--- src/rtl/bin2bcd_pkg.sv ---
// Shared types and constants for the sequential binary-to-BCD converter.
//   state_t     : converter FSM states
//   bcd_digit_t : one packed BCD digit
//   BCD_MAX     : largest operand that fits in eight decimal digits
package bin2bcd_pkg;

  typedef enum logic [1:0] {
    IDLE  = 2'd0,
    SHIFT = 2'd1,
    DONE  = 2'd2
  } state_t;

  typedef logic [3:0] bcd_digit_t;

  localparam int unsigned BCD_MAX    = 99_999_999;
  localparam int unsigned NUM_PORTS  = 8;
  localparam bcd_digit_t  DIGIT_NINE = 4'd9;

  // Double-dabble correction: a digit of 5..9 would carry wrongly after the shift.
  function automatic bcd_digit_t add3_ge5(bcd_digit_t d);
    return (d >= 4'd5) ? bcd_digit_t'(d + 4'd3) : d;
  endfunction

endpackage

--- src/rtl/bin2bcd_if.sv ---
// Request/result bundle between a requester and the binary-to-BCD converter.
//   bin, start          : operand and conversion request (requester -> converter)
//   busy, done, ovf     : status (converter -> requester)
//   num0..num7          : BCD result digits, num0 least significant
interface bin2bcd_if
  import bin2bcd_pkg::*;
#(
  parameter int unsigned WIDTH = 27
);

  logic [WIDTH-1:0] bin;
  logic             start;
  logic             busy;
  logic             done;
  logic             ovf;
  bcd_digit_t       num0, num1, num2, num3, num4, num5, num6, num7;

  modport master (
    output bin, start,
    input  busy, done, ovf,
    input  num0, num1, num2, num3, num4, num5, num6, num7
  );

  modport slave (
    input  bin, start,
    output busy, done, ovf,
    output num0, num1, num2, num3, num4, num5, num6, num7
  );

endinterface

--- src/rtl/bcd_add3.sv ---
// Combinational double-dabble cell: adds 3 to a BCD digit that is 5 or more.
//   d_in    : current scratch digit
//   d_out_c : corrected digit, ready to be shifted left
module bcd_add3
  import bin2bcd_pkg::*;
(
  input  bcd_digit_t d_in,
  output bcd_digit_t d_out_c
);

  assign d_out_c = add3_ge5(d_in);

endmodule

--- src/rtl/bin2bcd_seq.sv ---
// Sequential shift-and-add-3 binary-to-BCD converter, one bit per cycle.
//   clk, rst_n : clock, asynchronous active-low reset
//   bus.bin    : operand, captured only when a start is accepted in IDLE
//   bus.start  : level-sampled conversion request, ignored while busy
//   bus.busy   : high in SHIFT and DONE
//   bus.done   : one-cycle pulse when num0..num7 / ovf are updated
//   bus.ovf    : last accepted operand was above 99,999,999 (digits forced to 9)
//   bus.num*   : registered BCD digits, updated only at the end of a conversion
module bin2bcd_seq
  import bin2bcd_pkg::*;
#(
  parameter int unsigned WIDTH  = 27,
  parameter int unsigned DIGITS = 8
)(
  input  logic       clk,
  input  logic       rst_n,
  bin2bcd_if.slave   bus
);

  localparam int unsigned SCR_W = 4 * DIGITS;
  localparam int unsigned CNT_W = $clog2(WIDTH + 1);

  state_t                          state_q, state_d;
  logic [WIDTH-1:0]                shreg_q, shreg_d;
  logic [SCR_W-1:0]                scratch_q, scratch_d;
  logic [SCR_W-1:0]                scratch_adj_c;
  logic [CNT_W-1:0]                cnt_q, cnt_d;
  logic                            ovf_pend_q, ovf_pend_d;
  logic                            busy_q, busy_d;
  logic                            done_q, done_d;
  logic                            ovf_q, ovf_d;
  bcd_digit_t [NUM_PORTS-1:0]      num_q, num_d;

  // Per-digit add-3 correction applied to the scratch register before each shift.
  for (genvar g = 0; g < DIGITS; g++) begin : g_add3
    bcd_add3 u_add3 (
      .d_in    (scratch_q[4*g +: 4]),
      .d_out_c (scratch_adj_c[4*g +: 4])
    );
  end

  // Next-state and datapath update.
  always_comb begin
    state_d    = state_q;
    shreg_d    = shreg_q;
    scratch_d  = scratch_q;
    cnt_d      = cnt_q;
    ovf_pend_d = ovf_pend_q;
    done_d     = 1'b0;
    ovf_d      = ovf_q;
    num_d      = num_q;

    case (state_q)
      IDLE: begin
        if (bus.start) begin
          shreg_d    = bus.bin;
          scratch_d  = '0;
          cnt_d      = CNT_W'(WIDTH);
          // Overflow comes from the operand itself, so bits lost off the
          // top of the scratch register never matter.
          ovf_pend_d = (64'(bus.bin) > 64'(BCD_MAX));
          state_d    = SHIFT;
        end
      end

      SHIFT: begin
        {scratch_d, shreg_d} = {scratch_adj_c, shreg_q} << 1;
        cnt_d                = cnt_q - CNT_W'(1);
        if (cnt_q == CNT_W'(1)) begin
          state_d = DONE;
        end
      end

      DONE: begin
        for (int unsigned i = 0; i < NUM_PORTS; i++) begin
          if (ovf_pend_q) begin
            num_d[i] = DIGIT_NINE;
          end else if (i < DIGITS) begin
            num_d[i] = scratch_q[4*i +: 4];
          end else begin
            num_d[i] = '0;
          end
        end
        ovf_d   = ovf_pend_q;
        done_d  = 1'b1;
        state_d = IDLE;
      end

      default: begin
        state_d = IDLE;
      end
    endcase

    busy_d = (state_d != IDLE);
  end

  // State and output registers.
  always_ff @(posedge clk or negedge rst_n) begin
    if (!rst_n) begin
      state_q    <= IDLE;
      shreg_q    <= '0;
      scratch_q  <= '0;
      cnt_q      <= '0;
      ovf_pend_q <= 1'b0;
      busy_q     <= 1'b0;
      done_q     <= 1'b0;
      ovf_q      <= 1'b0;
      num_q      <= '0;
    end else begin
      state_q    <= state_d;
      shreg_q    <= shreg_d;
      scratch_q  <= scratch_d;
      cnt_q      <= cnt_d;
      ovf_pend_q <= ovf_pend_d;
      busy_q     <= busy_d;
      done_q     <= done_d;
      ovf_q      <= ovf_d;
      num_q      <= num_d;
    end
  end

  assign bus.busy = busy_q;
  assign bus.done = done_q;
  assign bus.ovf  = ovf_q;
  assign bus.num0 = num_q[0];
  assign bus.num1 = num_q[1];
  assign bus.num2 = num_q[2];
  assign bus.num3 = num_q[3];
  assign bus.num4 = num_q[4];
  assign bus.num5 = num_q[5];
  assign bus.num6 = num_q[6];
  assign bus.num7 = num_q[7];

endmodule

--- src/flat_wrapper.sv ---
// flat-port wrapper written by rule: the top's interface ports become plain ports
module bin2bcd_seq_flat import bin2bcd_pkg::*;
#(
  parameter int unsigned WIDTH  = 27,
  parameter int unsigned DIGITS = 8
)
  (clk, rst_n, bus_bin, bus_start, bus_busy, bus_done, bus_ovf, bus_num0, bus_num1, bus_num2, bus_num3, bus_num4, bus_num5, bus_num6, bus_num7);
  bin2bcd_if #(.WIDTH(WIDTH)) bus_i ();
  input  logic clk;
  input  logic rst_n;
  input wire logic [$bits(bus_i.bin)-1:0] bus_bin;
  input wire logic [$bits(bus_i.start)-1:0] bus_start;
  output wire logic [$bits(bus_i.busy)-1:0] bus_busy;
  output wire logic [$bits(bus_i.done)-1:0] bus_done;
  output wire logic [$bits(bus_i.ovf)-1:0] bus_ovf;
  output wire logic [$bits(bus_i.num0)-1:0] bus_num0;
  output wire logic [$bits(bus_i.num1)-1:0] bus_num1;
  output wire logic [$bits(bus_i.num2)-1:0] bus_num2;
  output wire logic [$bits(bus_i.num3)-1:0] bus_num3;
  output wire logic [$bits(bus_i.num4)-1:0] bus_num4;
  output wire logic [$bits(bus_i.num5)-1:0] bus_num5;
  output wire logic [$bits(bus_i.num6)-1:0] bus_num6;
  output wire logic [$bits(bus_i.num7)-1:0] bus_num7;
  assign bus_i.bin = bus_bin;
  assign bus_i.start = bus_start;
  assign bus_busy = bus_i.busy;
  assign bus_done = bus_i.done;
  assign bus_ovf = bus_i.ovf;
  assign bus_num0 = bus_i.num0;
  assign bus_num1 = bus_i.num1;
  assign bus_num2 = bus_i.num2;
  assign bus_num3 = bus_i.num3;
  assign bus_num4 = bus_i.num4;
  assign bus_num5 = bus_i.num5;
  assign bus_num6 = bus_i.num6;
  assign bus_num7 = bus_i.num7;
  bin2bcd_seq #(.WIDTH(WIDTH), .DIGITS(DIGITS)) u_core (.clk(clk), .rst_n(rst_n), .bus(bus_i));
endmodule
--- config.mk ---
export PLATFORM = sky130hd
export DESIGN_NAME = bin2bcd_seq_flat
export DESIGN_NICKNAME = d
export VERILOG_FILES = /design/src/rtl/bin2bcd_pkg.sv /design/src/rtl/bin2bcd_if.sv /design/src/rtl/bcd_add3.sv /design/src/rtl/bin2bcd_seq.sv /design/src/flat_wrapper.sv
export SDC_FILE = /design/constraint.sdc
export NUM_CORES = 1
export LEC_CHECK = 0
export BUFFER_PORTS_ARGS = -buffer_cell sky130_fd_sc_hd__buf_2
export CAP_MARGIN = 10
export CELL_PAD_IN_SITES_DETAIL_PLACEMENT = 1
export CELL_PAD_IN_SITES_GLOBAL_PLACEMENT = 2
export CORE_ASPECT_RATIO = 0.75
export CORE_MARGIN = 2
export CORE_UTILIZATION = 33
export DETAILED_ROUTE_END_ITERATION = 8
export PLACE_DENSITY = 0.81
export SKIP_CTS_REPAIR_TIMING = 1
export SYNTH_ARGS = -nofsm -noshare
export SYNTH_HDL_FRONTEND = slang
export SYNTH_SLANG_ARGS = --single-unit
--- constraint.sdc ---
create_clock -name clk -period 3 [get_ports clk]
set_input_delay 0.6 -clock clk [delete_from_list [all_inputs] [get_ports clk]]
set_output_delay 0.6 -clock clk [all_outputs]
set_load 0.05 [all_outputs]
==> impl_metrics.toml <==
[synth]
ys_ff_latch = 102
syn-cell-area_um2 = 4873
synth_area_leader_cell = "dfrtp_1"
yosys_warnings = 0
netlist_instances = 495
synthTopCellsByCount = "102 x dfrtp_1, 46 x nor2_1, 44 x inv_1, 44 x nand2_1, 42 x o21ai_0"
synth_fp_nets = 543
synth-edff-count = 0
synthTopCellsByArea = "dfrtp_1 52%, ha_1 4.6%, o21ai_0 4.3%"
ys_async_sr_fraction = 1.000
synth.most_common_cell = "dfrtp_1"
ys_seq_area_frac = 0.5237
ys_types = 39
syn_area_per_cell_um2 = 9.845
synth_top_area_frac = 0.5237
synth_ff_type = "dfrtp_1"

[timing]
finalSetupViolations = 0
post-route-period-util = 0.6277
fin_setup_tns_ns = 0
finalClockSkew_ns = 0.007032
relSlewSlack = 0.5866
max_clock_freq_mhz = 531.0
hold_ws_ns = 0.2613
min_period_ns = 1.883
grt_setup_unrepaired = "false"
slew_violations = 0
tightestPinTransition_ns = 0.6202
hold_viol = 0

[worst_hold_path]
hp-class = "in -> async"

[finish]
utilization = 0.3950
fillers = 1672
multi_input_area_um2 = 2001
seqCellArea_um2 = 2552
final_nets = 597
antenna_cells = 0
areaGrowthSynthToFinish_pct = 17.15
drive_gt1_frac = 0.1841

[setup_path]
r2r-start = "u_core.state_q[0]"
critical_path_class = "reg -> reg"
cp-end-kind = "flop"
cp.arrival_ns = 2.11
rrSetupSlack_ns = 1.12
cp_max_fo = 25
crit_chain = "nor2_1 > or2_1 > inv_2 > buf_4 > o22a_1"
cp-start-kind = "flop"
critPathLaunch = "u_core.state_q[0]"
crit_required_ns = 3.23
crit_path_max_incr_delay_ns = 0.39
crit_slowest_cell = "or2_1"

[routing]
routed_wirelength_um = 11650
vias = 3735
ant_nets = 0
drc_errors = 0
wire_per_inst_um = 15.45
viasPerCell = 4.954
drt_iter0_drc = 194
dr.pass1.iters = 4

[power_and_ir_drop]
pwr-share-seq = 0.371
clock_power_share = 0.185
p_sw_w = 0.002612
ir_drop_mv = 0.3159
p_int_w = 0.003717
switching_share = 0.4126
pwr_density_cell_nw_per_um2 = 1109
pwr-share-comb = 0.445
p_leak_nw = 2.705

[clock_network]
cts_tree = "built"
htreeDepth = 3
cts.sinks = 102
cts_buffers = 9
clockRootBuffer = "clkbuf_16"
clk_latency_ns = 0.35
cts_buffer_depth = 2
clkTransAtPathRegs_ns = 0.06

[run_status]
outcome = "completed"

[floorplanning]
io_pins = 65
dieArea_um2 = 15770
chipWidth_um = 144.3
start_util = 0.3372
die_h_um = 109.2
rows = 38
coreArea_um2 = 14450

[global_routing]
antenna_found_initial = 0
grt_max_degree = 47
grt_pass1_vias = 3892
gr-usage-all-layers = 0.1588
grt_overflow = 0
grt_pass1_wl_um = 19410

[flow_run]
cap_violations = 0

[placement]
gp_congestion = 0.7814
hpwl_um = 8050
portBuffers = 64
==> layer usage <==
| layer | GRT usage | up-vias | part of all wire |
|---|---|---|---|
| met5 | 0 | - | 0 |
| met4 | 0.03745 | 0 | 0.010 |
| met3 | 0.04348 | 8 | 0.037 |
| met2 | 0.2691 | 49 | 0.48 |
| met1 | 0.2033 | 1875 | 0.47 |
| li1 | - | 1803 | - |
==> power by group through the flow <==
| stage | clock network (W) | registers (W) | logic (W) |
|---|---|---|---|
| finish | 0.00117 | 0.00235 | 0.00281 |
| global route | 0.00126 | 0.00243 | 0.00317 |
| CTS | 0.00122 | 0.00235 | 0.00288 |
| detailed placement | 0 | 0.00237 | 0.00286 |
| global placement | 0 | 0.00234 | 0.00274 |
| floorplan | 0 | 0.00264 | 0.00185 |
==> cell families after synthesis <==
kind of cell	share of synthesized area
muxes	0.02234
xor gates and xnor gates	0.02696
and+or+nand+nor	0.1150
AOI/OAI and AO/OA	0.1995
buffers and inverters	0.06624
DFF	0.5237
adders and majority gates	0.04621
==> sequential cells by signal, summed over array words and instances (netlist names) <==
| register | cells |
|---|---|
| u_core.bus.num6 | 4 |
| u_core.bus.num2 | 4 |
| u_core.ovf_pend_q | 1 |
| u_core.bus.num0 | 4 |
| u_core.bus.busy | 1 |
| u_core.bus.num3 | 4 |
| u_core.state_q | 2 |
| u_core.scratch_q | 32 |
| u_core.bus.num7 | 4 |
| u_core.bus.num5 | 4 |
| u_core.bus.num4 | 4 |
| u_core.bus.num1 | 4 |
| u_core.cnt_q | 5 |
| u_core.bus.done | 1 |
| u_core.bus.ovf | 1 |
| u_core.shreg_q | 27 |
==> layout make-up <==
| cell class | instances | area share |
|---|---|---|
| sequential | 102 | 0.4471 |
| multi-input combinational | 316 | 0.3504 |
| timing repair buffer | 75 | 0.07539 |
| clock buffer | 14 | 0.05150 |
| tap | 200 | 0.04383 |
| inverter | 45 | 0.02959 |
| clock inverter | 2 | 0.002192 |
==> path summary, 6_finish.rpt <==
path | depth (start not counted) | end
worst min register to register | 2 | u_core.bus.num3[1]
worst max register to register | 5 | u_core.shreg_q[1]
max in group asynchronous | 2 | u_core.bus.num1[0]
worst min-delay path | 1 | u_core.shreg_q[6]
worst max-delay path | 5 | u_core.shreg_q[1]
min in group clk | 3 | u_core.shreg_q[0]
==> cell usage in the layout, fill, tap and decap left out, types with 18 or more instances in the layout <==
master	n
a21oi_1	35
nand2_1	44
o21ai_0	42
o31ai_1	18
dfrtp_1	102
nand2b_1	18
o22a_1	24
ha_1	18
buf_2	63
inv_1	44
nor2_1	46
==> metrics by stage <==
step / worst slack, ns / total power, W / cells / instance area [um^2]
5_1_grt: 0.9350 / 0.006867 / 754 / 5709
2_1_floorplan: 1.451 / 0.004485 / 495 / 4873
3_5_place_dp: 0.7336 / 0.005235 / 738 / 5403
6_report: 1.117 / 0.006329 / 754 / 5709
4_1_cts: 1.055 / 0.006443 / 754 / 5709
3_3_place_gp: 0.8125 / 0.005079 / 738 / 5403
==> critical path, delay by kind of cell, from the launching register on <==
kind	cells	cell delay (ns)
flops	1	0.38
compound gates	1	0.23
buf+inv	2	0.64
simple gates	2	0.51
No activity file was read; power rests on OpenSTA's default activity.
